==> src/rtl/bus_pkg.sv <==
// Shared definitions for the serial bus master/slave ports.
//   - bus_state_e : transaction state encoding used by both ports
//   - DEF_*       : default address/data widths and handshake timeout
//   - cnt_width   : width of a bit counter able to index the longer field
package bus_pkg;

   localparam int DEF_ADDR_WIDTH = 12;
   localparam int DEF_DATA_WIDTH = 8;
   localparam int DEF_TIMEOUT    = 64;

   typedef enum logic [2:0] {
      ST_IDLE  = 3'd0,
      ST_REQ   = 3'd1,
      ST_ADDR  = 3'd2,
      ST_WDATA = 3'd3,
      ST_RWAIT = 3'd4,
      ST_RDATA = 3'd5,
      ST_DONE  = 3'd6
   } bus_state_e;

   // One counter serves both the address and the data phase, so it is sized
   // for the longer of the two; never narrower than one bit.
   function automatic int cnt_width(input int a, input int b);
      int m;
      m = (a > b) ? a : b;
      return (m <= 1) ? 1 : $clog2(m);
   endfunction

endpackage

==> src/rtl/piso_shift.sv <==
// Parallel-in serial-out shift register, MSB first.
//   clk, reset : rising-edge clock, asynchronous active-high reset
//   load       : capture par_in (has priority over shift)
//   shift      : move the register one place towards the MSB, filling with 0
//   par_in     : parallel word
//   ser_out    : current MSB
module piso_shift #(
   parameter int WIDTH = 8
) (
   input  logic             clk,
   input  logic             reset,
   input  logic             load,
   input  logic             shift,
   input  logic [WIDTH-1:0] par_in,
   output logic             ser_out
);

   logic [WIDTH-1:0] sreg_q, sreg_d;

   always_comb begin
      sreg_d = sreg_q;
      if (load)
         sreg_d = par_in;
      else if (shift)
         sreg_d = sreg_q << 1;
   end

   always_ff @(posedge clk or posedge reset) begin
      if (reset)
         sreg_q <= '0;
      else
         sreg_q <= sreg_d;
   end

   assign ser_out = sreg_q[WIDTH-1];

endmodule

==> src/rtl/master_port.sv <==
// Serial bus master port. Accepts one local read/write request at a time,
// runs the REQ handshake, serializes the address (and write data) MSB first,
// collects serial read data, and reports completion with a one-cycle pulse.
//   clk, reset                : clock, asynchronous active-high reset
//   req_valid/req_ready       : local request handshake (req_write/addr/wdata)
//   rsp_valid/rsp_rdata/rsp_err : completion pulse, read data, timeout flag
//   read_en/write_en          : bus command to the slave
//   master_valid/master_ready : master side of the bus handshake
//   slave_ready/slave_valid   : slave side of the bus handshake
//   tx_address/tx_data        : serial address / write data out
//   rx_data                   : serial read data in
module master_port
   import bus_pkg::*;
#(
   parameter int ADDR_WIDTH = DEF_ADDR_WIDTH,
   parameter int DATA_WIDTH = DEF_DATA_WIDTH,
   parameter int TIMEOUT    = DEF_TIMEOUT
) (
   input  logic                  clk,
   input  logic                  reset,
   input  logic                  req_valid,
   output logic                  req_ready,
   input  logic                  req_write,
   input  logic [ADDR_WIDTH-1:0] req_addr,
   input  logic [DATA_WIDTH-1:0] req_wdata,
   output logic                  rsp_valid,
   output logic [DATA_WIDTH-1:0] rsp_rdata,
   output logic                  rsp_err,
   output logic                  read_en,
   output logic                  write_en,
   output logic                  master_valid,
   output logic                  master_ready,
   input  logic                  slave_ready,
   input  logic                  slave_valid,
   output logic                  tx_address,
   output logic                  tx_data,
   input  logic                  rx_data
);

   localparam int CNT_W = cnt_width(ADDR_WIDTH, DATA_WIDTH);
   localparam int TMO_W = $clog2(TIMEOUT + 1);

   localparam logic [CNT_W-1:0] ADDR_LAST  = CNT_W'(ADDR_WIDTH - 1);
   localparam logic [CNT_W-1:0] DATA_LAST  = CNT_W'(DATA_WIDTH - 1);
   // RDATA only shifts the bits after the MSB captured in RWAIT
   localparam logic [CNT_W-1:0] RDATA_LAST = CNT_W'((DATA_WIDTH > 1) ? DATA_WIDTH - 2 : 0);
   localparam logic [TMO_W-1:0] TMO_LAST   = TMO_W'(TIMEOUT - 1);

   bus_state_e            state_q, state_d;
   logic [CNT_W-1:0]      bit_cnt_q, bit_cnt_d;
   logic [TMO_W-1:0]      tmo_q, tmo_d;
   logic                  wr_q, wr_d;
   logic                  err_q, err_d;
   logic [DATA_WIDTH-1:0] rdata_q, rdata_d;

   logic accept;
   logic addr_ser, data_ser;
   logic in_cmd;

   assign accept = req_valid & req_ready;

   // Address and write data are latched straight into their shifters at
   // acceptance, so later changes on req_* cannot leak into the transfer.
   piso_shift #(.WIDTH(ADDR_WIDTH)) u_addr_piso (
      .clk     (clk),
      .reset   (reset),
      .load    (accept),
      .shift   (state_q == ST_ADDR),
      .par_in  (req_addr),
      .ser_out (addr_ser)
   );

   piso_shift #(.WIDTH(DATA_WIDTH)) u_data_piso (
      .clk     (clk),
      .reset   (reset),
      .load    (accept),
      .shift   (state_q == ST_WDATA),
      .par_in  (req_wdata),
      .ser_out (data_ser)
   );

   // Next state and datapath
   always_comb begin
      state_d = state_q;
      wr_d    = wr_q;
      err_d   = err_q;
      rdata_d = rdata_q;

      case (state_q)
         ST_IDLE: begin
            if (accept) begin
               state_d = ST_REQ;
               wr_d    = req_write;
               err_d   = 1'b0;
               rdata_d = '0;
            end
         end
         ST_REQ: begin
            // a ready on the last allowed cycle still wins over the timeout
            if (slave_ready)
               state_d = ST_ADDR;
            else if (tmo_q == TMO_LAST) begin
               state_d = ST_DONE;
               err_d   = 1'b1;
            end
         end
         ST_ADDR: begin
            if (bit_cnt_q == ADDR_LAST)
               state_d = wr_q ? ST_WDATA : ST_RWAIT;
         end
         ST_WDATA: begin
            if (bit_cnt_q == DATA_LAST)
               state_d = ST_DONE;
         end
         ST_RWAIT: begin
            if (slave_valid) begin
               rdata_d = (rdata_q << 1) | DATA_WIDTH'(rx_data);
               state_d = (DATA_WIDTH == 1) ? ST_DONE : ST_RDATA;
            end else if (tmo_q == TMO_LAST) begin
               state_d = ST_DONE;
               err_d   = 1'b1;
            end
         end
         ST_RDATA: begin
            rdata_d = (rdata_q << 1) | DATA_WIDTH'(rx_data);
            if (bit_cnt_q == RDATA_LAST)
               state_d = ST_DONE;
         end
         ST_DONE:  state_d = ST_IDLE;
         default:  state_d = ST_IDLE;
      endcase

      // bit counter restarts on every state change
      if (state_d != state_q)
         bit_cnt_d = '0;
      else if (state_q == ST_ADDR || state_q == ST_WDATA || state_q == ST_RDATA)
         bit_cnt_d = bit_cnt_q + CNT_W'(1);
      else
         bit_cnt_d = '0;

      // timeout counter holds 0 outside the waiting states, so it is clear
      // on entry to REQ and RWAIT
      if ((state_q == ST_REQ || state_q == ST_RWAIT) && state_d == state_q)
         tmo_d = tmo_q + TMO_W'(1);
      else
         tmo_d = '0;
   end

   always_ff @(posedge clk or posedge reset) begin
      if (reset) begin
         state_q   <= ST_IDLE;
         bit_cnt_q <= '0;
         tmo_q     <= '0;
         wr_q      <= 1'b0;
         err_q     <= 1'b0;
         rdata_q   <= '0;
      end else begin
         state_q   <= state_d;
         bit_cnt_q <= bit_cnt_d;
         tmo_q     <= tmo_d;
         wr_q      <= wr_d;
         err_q     <= err_d;
         rdata_q   <= rdata_d;
      end
   end

   // Outputs are decoded from registered state only; reset clears the state
   // asynchronously, so they drop in the same cycle reset rises.
   always_comb begin
      in_cmd = (state_q == ST_REQ)   || (state_q == ST_ADDR)  ||
               (state_q == ST_WDATA) || (state_q == ST_RWAIT) ||
               (state_q == ST_RDATA);

      req_ready    = (state_q == ST_IDLE) & ~reset;
      master_valid = in_cmd;
      write_en     = in_cmd & wr_q;
      read_en      = in_cmd & ~wr_q;
      master_ready = (state_q == ST_RWAIT) || (state_q == ST_RDATA);
      tx_address   = (state_q == ST_ADDR)  & addr_ser;
      tx_data      = (state_q == ST_WDATA) & data_ser;
      rsp_valid    = (state_q == ST_DONE);
      rsp_err      = (state_q == ST_DONE) & err_q;
      rsp_rdata    = (state_q == ST_DONE && !wr_q && !err_q) ? rdata_q : '0;
   end

endmodule

==> config.mk <==
export PLATFORM = sky130hd
export DESIGN_NAME = master_port
export DESIGN_NICKNAME = d
export VERILOG_FILES = /design/src/rtl/bus_pkg.sv /design/src/rtl/piso_shift.sv /design/src/rtl/master_port.sv
export SDC_FILE = /design/constraint.sdc
export NUM_CORES = 1
export LEC_CHECK = 0
export ABC_CLOCK_PERIOD_IN_PS = 3500
export BUFFER_PORTS_ARGS = -buffer_cell sky130_fd_sc_hd__buf_2
export CORE_ASPECT_RATIO = 0.6
export CORE_UTILIZATION = 40
export CTS_CLUSTER_DIAMETER = 60
export DETAILED_ROUTE_END_ITERATION = 7
export GPL_ROUTABILITY_DRIVEN = 0
export PLACE_DENSITY = 0.73
export SLEW_MARGIN = 20
export SYNTH_ARGS = -nofsm -noshare
export SYNTH_HDL_FRONTEND = slang
export SYNTH_SLANG_ARGS = --single-unit
==> constraint.sdc <==
create_clock -name clk -period 3.5 [get_ports clk]
set_input_delay 0.175 -clock clk [delete_from_list [all_inputs] [get_ports clk]]
set_output_delay 0.175 -clock clk [all_outputs]
set_load 0.02 [all_outputs]
==> qor.yml <==
cts_buffer_depth: 2
synth_seq_cells: 44
dp_cells: 353
crit_fanout: 17
cp_data_arrival_time_ps: 2880
root_buffer: "clkbuf_8"
core_area_mm2: 0.00526
post-route-min-period_ps: 2730
rsz0062_at_grt: "false"
yosysUniqueCellTypes: 43
synth_mux_area_frac: 0.0220
stdcell_area_mm2: 0.00264
hold_viol: 28
ys_seq_area_frac: 0.483
drc: 0
rows: 20
clock-sinks: 44
finalSetupViolCount: 0
synthesis.nets: 283
skew_ps: 5.36
io_pins: 44
layout-drive-gt1-share: 0.227
startpoint_type: "flop"
synth_area_per_cell_um2: 9.01
htreeDepth: 2
violations: "negative hold slack"
routed_wl_mm: 5.20
cts.repair.resized: 0
worst-setup-path-type: "flop to flop"
cp_slowest_stage_delay_ps: 730
io_buffers: 43
powerDensity_mw_per_mm2: 621
fill_cells: 520
grt_usage: 0.191
grt_pass1_wl_mm: 8.68
critPathCaptureType: "flop"
area_delta_synth_final_pct: 15.9
synthesis.area_mm2: 0.00228
outcome: "finished with violations"
cts_tree: "done"
tightestPinTransition_ps: 907
layout.nets: 324
tns_ps: 0
antenna_cells: 0
yosysWarningCount: 0
drv_slew: 0
vias_per_cell: 5.30
holdBufCountCts: 0
worst_ir_drop_vdd_mv: 0.235
dr.pass1.iters: 4
min_path_type: "input pin to async pin"
wl_per_cell_um: 14.4
antenna_found_initial: 0
synth_ff_type: "dfrtp_1"
placed_area_mm2: 0.00255
yosys.area_share.adder: 0.0165
max_cap_violations: 0
initial_core_util: 0.434
synth-simple-area-share: 0.285
worstPathRequired_ps: 3640
whs_ps: -31.9
cts_setup_buffers: 0
die_w_um: 99.4
grt_pass1_vias: 1770
fmaxAchievable_mhz: 366
dr_total_vias: 1913
grt_overflow: 0
synth_cells: 253
utilization: 0.503
drt-initial-drc-count: 107
slowest_stage: "xor2_1"
synth_enable_flop_cells: 0
total_leakage_power_nw: 1.31
antenna_left: 0
min_period_over_period: 0.781
cts_made_buffers: 5
async_flop_share: 1.00
grt_max_degree: 30
yosys.area_share.xor_xnor: 0.0269
clock_latency_ps: 290
relSlewSlack: 0.394
synth_top_family_by_area: "simple AND/OR/NAND/NOR gates"
crit_path_cell_trace: "nand3b_1, nor2b_1, or4_4, xor2_1, nor3_1"
finalNonFillerCells: 361
hpwlAfterDp_mm: 3.70
clk_pin_slew_ps: 80
die_area_mm2: 0.00601
die_h_um: 60.5
synth_compound_area_frac: 0.118
routing by layer:
metal	vias up	track usage	part of all wire
met1	901	0.279	0.51
met4	0	0.0462	0.0052
met5	-	0	0
li1	955	-	-
met2	53	0.273	0.41
met3	4	0.0645	0.069
cells in the mapped netlist (2+ instances only):
library cell	number	share of area
nor4b_1	2	0.0077
nor2b_1	5	0.014
or3b_2	4	0.015
xnor2_1	3	0.012
and2_1	11	0.030
nand2b_1	4	0.011
nand3b_1	3	0.0099
ha_1	3	0.016
dfrtp_1	44	0.48
mux2i_1	5	0.022
a21oi_1	2	0.0044
o22ai_1	2	0.0055
o21ai_0	16	0.035
a22oi_1	2	0.0066
inv_1	12	0.020
nand2_1	42	0.069
nor4_1	8	0.022
clkbuf_1	11	0.018
and3_1	3	0.0082
nor2_1	17	0.028
a32oi_1	2	0.0077
a31oi_1	11	0.030
nand3_1	13	0.029
xor2_1	4	0.015
nor3_1	6	0.013
power breakdown:
part           switching [mW]  leakage (nW)  internal, mW
sequential              0.115         0.568         0.616
combinational           0.356         0.690         0.222
clock                   0.173        0.0510         0.158
total                   0.643          1.31         0.996
logic make-up after synthesis:
| family | Yosys count |
|---|---|
| adders and majority gates | 3 |
| buffers and inverters | 26 |
| xor gates and xnor gates | 7 |
| DFF | 44 |
| and+or+nand+nor | 125 |
| AOI/OAI and AO/OA | 43 |
| muxes | 5 |
worst paths after layout:
kind                       slack (ps)        from                    end  cells after the start
setup / recovery                  770  state_q[2]               tmo_q[4]                      5
max in group asynchronous        2890       reset  u_addr_piso.sreg_q[2]                      3
setup reg to reg                  770  state_q[2]               tmo_q[4]                      5
min in group clk                   70   req_write                   wr_q                      3
hold / removal                    -30       reset             state_q[0]                      2
hold reg to reg                   470    tmo_q[0]               tmo_q[0]                      1
sequential cells by signal, indices dropped and copies added, names as in the netlist:
| name | count |
|---|---|
| rdata_q | 8 |
| state_q | 3 |
| u_addr_piso.sreg_q | 12 |
| bit_cnt_q | 4 |
| tmo_q | 7 |
| u_data_piso.sreg_q | 8 |
| wr_q | 1 |
| err_q | 1 |
per-stage QoR:
step	setup WS, ps	hold slack (ps)	total power, mW
after global placement	917	369	1.29
after global routing	573	9.57	1.76
after floorplan	1090	280	1.17
final	766	-31.9	1.64
after CTS	832	65.0	1.65
after detailed placement	847	374	1.31
worst max-delay path, delay by kind of cell (launching register included):
kind | cells | cell delay, ps
simple gates | 4 | 1240
xor+xnor | 1 | 730
flops | 1 | 610
placed cells by master (no fill, tap or decap), drive strengths merged, types with 2 or more instances in the layout:
master	n
a31oi	11
a21oi	3
a22oi	2
nor2b	5
ha	3
a32oi	2
inv	12
nor2	17
nor3	6
and2	11
xnor2	3
nand2	42
xor2	4
nor4	8
buf	48
dfrtp	44
o21ai	18
clkbuf	6
nand3	14
nand2b	4
mux2i	5
or3b	4
o22ai	2
nor4b	2
nand3b	3
and3	4
clkinv	2
area by class of cell:
class / count / area, um2 / share of cell area
Sequential cell: 44 / 1100 / 0.417
Multi-Input combinational cell: 183 / 1070 / 0.404
Timing Repair Buffer: 48 / 253 / 0.0957
Clock buffer: 6 / 82.6 / 0.0313
Tap cell: 66 / 82.6 / 0.0313
Inverter: 12 / 45.0 / 0.0171
Clock inverter: 2 / 10.0 / 0.00379
Power figures use the tool's default switching activity.
